`config.mk`:
```
export PLATFORM = sky130hd
export DESIGN_NAME = mem_stage
export DESIGN_NICKNAME = d
export VERILOG_FILES = /design/src/rtl/mem_stage.sv
export SDC_FILE = /design/constraint.sdc
export NUM_CORES = 1
export LEC_CHECK = 0
export ABC_AREA = 1
export CORE_ASPECT_RATIO = 1.4
export CORE_UTILIZATION = 49
export DETAILED_ROUTE_END_ITERATION = 16
export GPL_TIMING_DRIVEN = 0
export PLACE_DENSITY = 0.87
export SETUP_SLACK_MARGIN = 0.02
export SYNTH_ARGS = -nofsm -noshare
export SYNTH_HDL_FRONTEND = slang
export SYNTH_SLANG_ARGS = --single-unit
```
`constraint.sdc`:
```
create_clock -name clock -period 2.7 [get_ports clock]
set_clock_uncertainty 0.1 [all_clocks]
set_input_delay 0.54 -clock clock [delete_from_list [all_inputs] [get_ports clock]]
set_output_delay 0.54 -clock clock [all_outputs]
set_load 0.01 [all_outputs]
```
`src/rtl/mem_stage.sv`:
```
// Pipeline MEM stage: EX/MEM and MEM/WB registers plus a single-beat data bus master
// with byte-lane steering, load extension, misalignment detection and a bus timeout.
module mem_stage #(
  parameter int TIMEOUT = 16
) (
  input  logic        clock,
  input  logic        reset_n,
  input  logic        in_valid,
  input  logic [31:0] ex_result,
  input  logic [31:0] ex_result_2,
  input  logic        load_inst,
  input  logic        store_inst,
  input  logic [1:0]  ls_size,
  input  logic        ls_unsigned,
  input  logic [4:0]  dest_reg,
  input  logic        dest_reg_valid,
  output logic        stall,
  output logic [31:0] result_from_ex_mem,
  output logic        dmem_req,
  output logic        dmem_we,
  output logic [31:0] dmem_addr,
  output logic [3:0]  dmem_be,
  output logic [31:0] dmem_wdata,
  input  logic        dmem_ack,
  input  logic [31:0] dmem_rdata,
  output logic        wb_valid,
  output logic [31:0] wb_result,
  output logic [4:0]  wb_dest_reg,
  output logic        wb_dest_reg_valid,
  output logic        mem_err
);

  typedef enum logic {IDLE, BUSY} state_t;

  localparam logic [7:0] TMO_LAST = 8'(TIMEOUT - 1);

  state_t      state_reg;
  logic [7:0]  cnt_reg;

  logic        xm_valid_reg;
  logic [31:0] xm_result_reg;
  logic [31:0] xm_data_reg;
  logic        xm_load_reg;
  logic        xm_store_reg;
  logic [1:0]  xm_size_reg;
  logic        xm_unsigned_reg;
  logic [4:0]  xm_rd_reg;
  logic        xm_rd_valid_reg;

  logic [1:0]  lo;
  logic        is_byte, is_half, is_word;
  logic        misalign, mem_op, aligned_op, bad_op, timeout_hit, err_next;
  logic [3:0]  byte_be;
  logic [7:0]  rd_byte [4];
  logic [7:0]  load_b;
  logic [15:0] load_h;
  logic [31:0] load_val;
  logic [31:0] wb_result_next;

  assign lo      = xm_result_reg[1:0];
  assign is_byte = (xm_size_reg == 2'd0);
  assign is_half = (xm_size_reg == 2'd1);
  assign is_word = xm_size_reg[1];

  assign misalign    = (is_half & lo[0]) | (is_word & (lo != 2'b00));
  assign mem_op      = xm_valid_reg & (xm_load_reg | xm_store_reg);
  assign aligned_op  = mem_op & ~misalign;
  assign bad_op      = mem_op & misalign;
  // Counter holds the number of wait cycles already spent, including the IDLE one.
  assign timeout_hit = (state_reg == BUSY) && (cnt_reg == TMO_LAST) && !dmem_ack;
  assign err_next    = bad_op | timeout_hit;

  assign stall              = aligned_op & ~dmem_ack & ~timeout_hit;
  assign dmem_req           = aligned_op;
  assign dmem_we            = aligned_op & xm_store_reg;
  assign dmem_addr          = {xm_result_reg[31:2], 2'b00};
  assign result_from_ex_mem = xm_result_reg;

  for (genvar gi = 0; gi < 4; gi++) begin : g_lane
    assign byte_be[gi] = (lo == 2'(gi));
    assign rd_byte[gi] = dmem_rdata[8*gi +: 8];
  end

  always_comb begin
    dmem_be    = 4'b1111;
    dmem_wdata = xm_data_reg;
    if (is_byte) begin
      dmem_be    = byte_be;
      dmem_wdata = {4{xm_data_reg[7:0]}};
    end else if (is_half) begin
      dmem_be    = lo[1] ? 4'b1100 : 4'b0011;
      dmem_wdata = {2{xm_data_reg[15:0]}};
    end
  end

  assign load_b = rd_byte[lo];
  assign load_h = lo[1] ? dmem_rdata[31:16] : dmem_rdata[15:0];

  always_comb begin
    load_val = dmem_rdata;
    if (is_byte)
      load_val = {{24{~xm_unsigned_reg & load_b[7]}}, load_b};
    else if (is_half)
      load_val = {{16{~xm_unsigned_reg & load_h[15]}}, load_h};
  end

  assign wb_result_next = (xm_load_reg & aligned_op) ? load_val : xm_result_reg;

  always_ff @(posedge clock or negedge reset_n) begin
    if (!reset_n) begin
      state_reg <= IDLE;
      cnt_reg   <= 8'd0;
    end else begin
      case (state_reg)
        IDLE: if (aligned_op && !dmem_ack) begin
          state_reg <= BUSY;
          cnt_reg   <= 8'd1;
        end
        BUSY: if (dmem_ack || timeout_hit) begin
          state_reg <= IDLE;
          cnt_reg   <= 8'd0;
        end else begin
          cnt_reg <= cnt_reg + 8'd1;
        end
        default: begin
          state_reg <= IDLE;
          cnt_reg   <= 8'd0;
        end
      endcase
    end
  end

  always_ff @(posedge clock or negedge reset_n) begin
    if (!reset_n) begin
      xm_valid_reg      <= 1'b0;
      xm_result_reg     <= 32'd0;
      xm_data_reg       <= 32'd0;
      xm_load_reg       <= 1'b0;
      xm_store_reg      <= 1'b0;
      xm_size_reg       <= 2'd0;
      xm_unsigned_reg   <= 1'b0;
      xm_rd_reg         <= 5'd0;
      xm_rd_valid_reg   <= 1'b0;
      wb_valid          <= 1'b0;
      wb_result         <= 32'd0;
      wb_dest_reg       <= 5'd0;
      wb_dest_reg_valid <= 1'b0;
      mem_err           <= 1'b0;
    end else begin
      // A faulting op never stalls, so the error pulse lines up with its writeback.
      mem_err <= err_next;
      if (!stall) begin
        xm_valid_reg      <= in_valid;
        xm_result_reg     <= ex_result;
        xm_data_reg       <= ex_result_2;
        xm_load_reg       <= load_inst;
        xm_store_reg      <= store_inst;
        xm_size_reg       <= ls_size;
        xm_unsigned_reg   <= ls_unsigned;
        xm_rd_reg         <= dest_reg;
        xm_rd_valid_reg   <= dest_reg_valid;
        wb_valid          <= xm_valid_reg;
        wb_result         <= wb_result_next;
        wb_dest_reg       <= xm_rd_reg;
        wb_dest_reg_valid <= xm_valid_reg & xm_rd_valid_reg & ~err_next;
      end
    end
  end

endmodule

```
==> metrics.md, run 1 <==
| Metric | Value |
|---|---|
| Status | finished, final reports clean |
| Drt pass-1 iters | 4 |
| First-pass GRT wire length | roughly 36000 um |
| Max cap viols | 0 |
| Yosys reg bits | about 130 |
| Vias in the first global route | approximately 7.3k |
| Min cycle time layout | ~2.6 ns |
| Initial antenna violation count | 0 |
| Final ANT Viol Nets | 0 |
| CTS tree | built |
| Row cnt | 51 |
| Number of remaining DRC errors | 0 |
| CP endpoint kind | primary output |
| Tightest Hold Check Type | flop to flop |
| Final nets | about 1.4k |
| Clock Latency Late Sink | approximately 0.43 ns |
| Register area share after synthesis | between 40% and 50% |
| Mean post-synth cell area | around 7.1 um2 |
| CTS buffer count | 17 |
| I/O pins | approximately 250 |
| RSZ-0062 raised after global routing | false |
| Die area | around 15000 um2 |
| Fill count | 1076 |
| Placed Cells | roughly 1.4k |
| H-tree depth | 4 |
| Sink Count | around 130 |
| Routability Congestion | approximately 0.95 |
| Pwr dens | roughly 640 nW/um2 |
| Largest net degree at the start of global routing | between 70 and 80 |
| Port Buffers | between 200 and 300 |
| Non-Filler Instances | 1460 |
| Final slew viol count | 0 |
| Ys Warns | 0 |
| Die Y | between 100 and 150 um |
| Mapped cell area | approximately 7000 um2 |
| CTS Buffer Depth | 2 |
| Area of the multi-input gates | between 2000 and 3000 um2 |
| Critical Path Start Type | flop |
| Worst EP required | between 2 and 2.5 ns |
| Worst hold margin | between 0.3 and 0.4 ns |
| WL final | between 20000 and 25000 um |
| Core area | ~14000 um2 |
| Synthesis-to-layout area growth | 48.7% |
| Peak VDD IR | between 400 and 500 uV |
| Gr usage total | roughly a third |
| Initial DRC count | approximately 380 |
| Share of the clock period used by the worst path | 96.3% |
| Drt wl/cell | about 16 um |
| Final Hold Vio Count | 0 |
| Crit-path max FO | 10 |
| Setup-failing EPs final | 0 |
| Initial core utilization | between 50% and 60% |
| Worst rel slew slack | approximately 56% |
| Via-to-Cell Ratio | ~5 |
| Die width | 103 um |
| Pleak | about 0.0055 uW |
| Syn Inst Count | about 990 |
| Synth cell types | 27 |
| CP Class | flop to primary output |
| Dpl hpwl | approximately 17000 um |
| Clock transition at path regs | 0.06 ns |
| Congestion Overflow GR | 0 |
| Ant. Diodes | 0 |
| FMAX | between 300 and 400 MHz |
| Via count | about 7.3k |
| FF/Latch Area | around 3100 um2 |
| Worst-Margin Slew | between 0.6 and 0.7 ns |
| Arrival time worst endpoint | approximately 2.0 ns |
| CTS Root Cell | clkbuf_16 |
| Share of layout cells above drive strength 1 | between 10% and 20% |
==> path summary, 6_finish.rpt <==
path,startpoint,to,slack (ns),cells past startpoint
hold / removal,wb_dest_reg[0]$_DFFE_PN0N_,wb_dest_reg[0]$_DFFE_PN0N_,0.37,2
min in group asynchronous,reset_n,wb_dest_reg_valid$_DFFE_PN0N_,0.52,2
hold reg to reg,wb_dest_reg[0]$_DFFE_PN0N_,wb_dest_reg[0]$_DFFE_PN0N_,0.37,2
max in group asynchronous,reset_n,result_from_ex_mem[1]$_DFFE_PN0N_,1.22,3
setup reg to reg,cnt_reg[0]$_DFFE_PN0P_,xm_data_reg[4]$_DFFE_PN0N_,0.49,8
setup / recovery,xm_size_reg[1]$_DFFE_PN0N_,dmem_be[0],0.1,7
==> synth_stat cells <==
cell type  count  area share [%]
or2_1          1           0.089
o21ai_1       18             1.3
buf_1          1           0.054
a21oi_1        1           0.071
buf_6         11             1.8
nor2_2         2            0.18
dfrtp_1      125              45
nand3_2        2            0.29
nor3_1         2            0.14
ha_1           1            0.18
o21ai_2       10             1.3
inv_1        112             6.0
o22ai_1        1           0.089
nand3_1       63             4.5
nand3_4        1            0.25
xnor2_1        2            0.25
inv_2          4            0.21
buf_4         51             5.5
xor2_1         2            0.25
o21ai_0       67             4.8
nand2_1      458              25
o221ai_1       8             1.0
clkbuf_1      13            0.70
nor2_1        13            0.70
nand2_2        2            0.18
buf_2         14             1.0
conb_1         1           0.054
==> layer usage <==
layer / wire (um) / track usage [%]
met5: 0 / 0
met2: 12200 / 57.5
met4: 917 / 17.6
met1: 8660 / 35.3
met3: 1610 / 7.54
==> cell families after synthesis <==
| logic type | Yosys count | synth area share [%] |
|---|---|---|
| adders and majority gates | 1 | 0.179 |
| and+or+nand+nor | 544 | 30.9 |
| DFF | 125 | 44.7 |
| xor gates and xnor gates | 4 | 0.501 |
| buffers and inverters | 206 | 15.2 |
| other | 1 | 0.0536 |
| AOI/OAI and AO/OA | 105 | 8.49 |
==> stage by stage <==
step / area [um2] / TNS [ns] / utilization, % / setup WS [ns] / power [uW]
2_1_floorplan: 7000 / 0 / - / 0.728 / 3350
3_3_place_gp: 9750 / -482.95 / 70.1 / -3.87 / 4430
3_5_place_dp: 9780 / -0.870 / 70.3 / -0.259 / 4490
4_1_cts: 10400 / 0 / 74.7 / 0.0228 / 6680
5_1_grt: 10400 / 0 / 74.9 / 0.0223 / 7010
6_report: 10400 / 0 / 74.9 / 0.0986 / 6690
==> report_power, final <==
group          internal [uW]  leakage (uW)  switching, uW
registers               2140       0.00149            183
clock network           1280      0.000262            941
logic                   1060       0.00373           1090
==> worst max-delay path, cell delays in order (launching register included) <==
cell and delay (ns):
dfrtp_1 0.38, inv_1 0.10, buf_4 0.22, nand3_4 0.13, clkbuf_4 0.21, nand2_1 0.08, o21ai_0 0.10, dlygate4sd2_1 0.32
==> cell usage in the layout, fill, tap and decap left out, types with 10 or more instances in the layout <==
master,Yosys,final
buf_2,14,11
buf_4,51,59
buf_6,11,12
clkbuf_16,0,17
clkdlybuf4s50_1,0,219
dfrtp_1,125,123
dlygate4sd2_1,0,28
inv_1,112,112
nand2_1,458,458
nand3_1,63,62
nor2_1,13,13
o21ai_0,67,67
o21ai_1,18,18
o21ai_2,10,10
==> repair_timing <==
action,in CTS,in global routing
gates cloned,0,0
setup buffers,3,2
gates resized for setup,54,4
hold endpoints to repair,29,0
hold buffers,1,0
pin swaps,1,0
endpoints found under the setup margin,29,5
==> area by class of cell <==
| class | instances | share of cell area, % |
|---|---|---|
| sequential | 125 | 30.1 |
| multi-input combinational | 656 | 27.2 |
| timing repair buffer | 258 | 24.6 |
| buffer | 88 | 6.27 |
| inverter | 116 | 4.23 |
| clock buffer | 18 | 4.12 |
| tap | 185 | 2.22 |
| clock inverter | 14 | 1.31 |
No activity file was read; power rests on OpenSTA's default activity.
==> inputs of run 2 (changes only) <==
==> constraint.sdc (replaced) <==
create_clock -name clock -period 3.13 [get_ports clock]
set_clock_uncertainty 0.1 [all_clocks]
set_input_delay 0.626 -clock clock [delete_from_list [all_inputs] [get_ports clock]]
set_output_delay 0.626 -clock clock [all_outputs]
set_load 0.01 [all_outputs]
==> run 2 against run 1 <==
Against the previous run:
- sequential power is 14% lower
- hold slack worse by 0.33 ns
- cell area decreased by 0.39%
- core utilization decreased by 0.29 points
- worst setup slack got worse by 0.017 ns
==> metrics.md, run 2 (synthesis gave the netlist of run 1 again) <==
| Metric | Value |
|---|---|
| Ant. Diodes | 0 (unchanged) |
| Pleak | 0.00539 uW (-1.8%) |
| Status | finished, final reports clean |
| Non-Filler Instances | 1456 (-0.27%) |
| Max cap viols | 0 (unchanged) |
| Worst rel slew slack | 57.9% (+1.5 points) |
| Gr usage total | 32.3% (-0.17 points) |
| Reg-to-reg endpoint | wb_result[7]$_DFFE_PN0N_ |
| CP dominant cell by count | buf_4 |
| Crit path launch | xm_size_reg[1]$_DFFE_PN0N_ |
| Crit-path max FO | 10 (unchanged) |
| Clock Latency Late Sink | 0.42 ns (about the same) |
| Initial antenna violation count | 0 (unchanged) |
| CTS Buffer Depth | 2 (unchanged) |
| Sink Count | 125 (unchanged) |
| Drt pass-1 iters | 5 (+1) |
| Initial DRC count | 407 (+8.5%) |
| Via count | 7370 (+0.67%) |
| Min cycle time layout | 3.05 ns |
| Via-to-Cell Ratio | 5.06 (+0.95%) |
| Post-CTS setup buffers | 0 (-3) |
| Core area | 13900 um2 (unchanged) |
| Die width | 103 um (unchanged) |
| I/O pins | 254 (unchanged) |
| Die Y | 143 um (unchanged) |
| Arrival time worst endpoint | 2.32 ns (+0.36 ns) |
| Setup-failing EPs final | 0 (unchanged) |
| CP Class | flop to primary output |
| Placed Cells | 1424 (unchanged) |
| RSZ-0062 raised after global routing | false |
| Worst Reg-to-Reg Cells | 9 (+1) |
| WL final | 23300 um (-0.59%) |
| First-pass GRT wire length | 35800 um (-0.33%) |
| Congestion Overflow GR | 0 (unchanged) |
| Worst EP required | 2.40 ns (+0.34 ns) |
| Commonest non-fill, non-tap cell in the layout | nand2_1 |
| Worst reg-to-reg setup slack | 1.03 ns (+0.54 ns) |
| Final instance area | 10400 um2 (-0.39%) |
| Slowest cell on crit path | clkdlybuf4s50_1 |
| Tightest Hold Check Type | input pin to async pin |
| Largest net degree at the start of global routing | 72 (unchanged) |
| Number of remaining DRC errors | 0 (unchanged) |
| Routability Congestion | 0.952 (unchanged) |
| Synthesis-to-layout area growth | 48.2% |
| Launching point of the worst reg2reg path | xm_size_reg[0]$_DFFE_PN0N_ |
| Final Hold Vio Count | 0 (unchanged) |
| CTS tree | built |
| Pwr dens | 558 nW/um2 (-13%) |
| Worst-Margin Slew | 0.632 ns (-0.0229 ns) |
| Peak VDD IR | 398 uV (-18%) |
| Row cnt | 51 (unchanged) |
| Worst-path cell chain | buf_4 > nor2_4 > buf_4 > nand2_1 > o221ai_1 > clkdlybuf4s50_1 |
| CTS buffer count | 17 (unchanged) |
| Dpl hpwl | 17400 um (unchanged) |
| FMAX | between 300 and 400 MHz |
| CP Capture Point | dmem_wdata[26] |
| Share of the clock period used by the worst path | 97.4% |
| Critical Path Start Type | flop |
| Slowest stage delay, CP | 0.61 ns (+0.23 ns) |
| Die area | 14800 um2 (unchanged) |
| Commonest cells after routing, fill and taps aside | 458 x nand2_1, 249 x clkdlybuf4s50_1, 124 x dfrtp_1 |
| Final slew viol count | 0 (unchanged) |
| CP endpoint kind | primary output |
| Finished Core Util | 74.6% (-0.29 points) |
| H-tree depth | 4 (unchanged) |
| Clock transition at path regs | 0.06 ns (about the same) |
| Final ANT Viol Nets | 0 (unchanged) |
| Pwr Total | 5780 uW (-14%) |
| Drt wl/cell | 16.0 um (-0.32%) |
| Initial core utilization | 50.3% (unchanged) |
| Final nets | 1370 (-0.29%) |
| Setup TNS | 0 ns (unchanged) |
| CTS Root Cell | clkbuf_16 |
| Share of layout cells above drive strength 1 | 10.9% (-0.59 points) |
| Port Buffers | 251 (unchanged) |
| Placed Area | 9780 um2 (unchanged) |
| Vias in the first global route | 7259 (-0.44%) |
-- run 2: cell types whose count changed in the layout (fill, tap and decap cells not counted), moves of 2 or more --
cell,before,now
dlygate4sd2_1,28,1
clkdlybuf4s50_1,219,249
buf_4,59,53
clkbuf_2,2,4
clkbuf_1,7,9
dlymetal6s2s_1,2,0
-- run 2: layout make-up --
class | count | area [um2]
Timing Repair Buffer | 252 | 2540
Clock inverter | 14 | 136
Fill cell | 1076 | 3540
Buffer | 90 | 647
Multi-Input combinational cell | 656 | 2820
Clock buffer | 18 | 429
Inverter | 116 | 438
Tap cell | 185 | 231
Sequential cell | 125 | 3130
-- run 2: how the worst min path moves through the flow --
stage	from	to	slack, ns	cells past startpoint
final	reset_n	wb_dest_reg[4]$_DFFE_PN0N_	0.04	1
after global routing	reset_n	wb_dest_reg[4]$_DFFE_PN0N_	0.09	1
after CTS	reset_n	xm_rd_reg[4]$_DFFE_PN0N_	0.07	1
after detailed placement	wb_valid$_DFFE_PN0N_	wb_valid$_DFFE_PN0N_	0.36	2
after global placement	xm_rd_reg[2]$_DFFE_PN0N_	xm_rd_reg[2]$_DFFE_PN0N_	0.35	2
after floorplan	reset_n	cnt_reg[0]$_DFFE_PN0P_	0.23	0
-- run 2: layer usage --
| metal | global-route usage, % | wire (um) | vias up |
|---|---|---|---|
| li1 | - | - | 3517 |
| met1 | 35.2 | 8340 | 3467 |
| met2 | 57.7 | 12200 | 324 |
| met3 | 7.34 | 1820 | 62 |
| met4 | 16.6 | 884 | 0 |
| met5 | 0 | 0 | - |
-- run 2: critical path: cells and delay by family, from the launching register on --
kind | cells | cell delay, ns
compound gates | 1 | 0.09
buf+inv | 3 | 1.05
flops | 1 | 0.37
simple gates | 2 | 0.38
-- run 2: where the power goes --
group | total, uW | internal [uW] | switching (uW)
combinational | 1870 | 935 | 933
sequential | 2010 | 1850 | 159
clock | 1910 | 1110 | 805
total | 5780 | 3890 | 1900
-- run 2: through the flow --
stage / hold slack (ns) / worst slack [ns]
after CTS: 0.0672 / 0.0797
after global routing: 0.0925 / 0.0228
final: 0.0447 / 0.0812
after floorplan: 0.230 / 1.07
after global placement: 0.354 / -3.53
after detailed placement: 0.358 / -0.00142
-- run 2: repair_timing --
item	CTS	global route
gates resized for setup	13	3
hold buffers	0	0
endpoints found under the setup margin	29	4
gates cloned	0	0
==> inputs of run 3 (changes only) <==
--- a/config.mk
+++ b/config.mk
@@ -8,6 +8,7 @@
 export ABC_AREA = 1
 export CORE_ASPECT_RATIO = 1.4
 export CORE_UTILIZATION = 49
+export CTS_CLUSTER_SIZE = 16
 export DETAILED_ROUTE_END_ITERATION = 16
 export GPL_TIMING_DRIVEN = 0
 export PLACE_DENSITY = 0.87
==> results of run 3 <==
Final layout, timing and power as in run 2 (identical DEF).
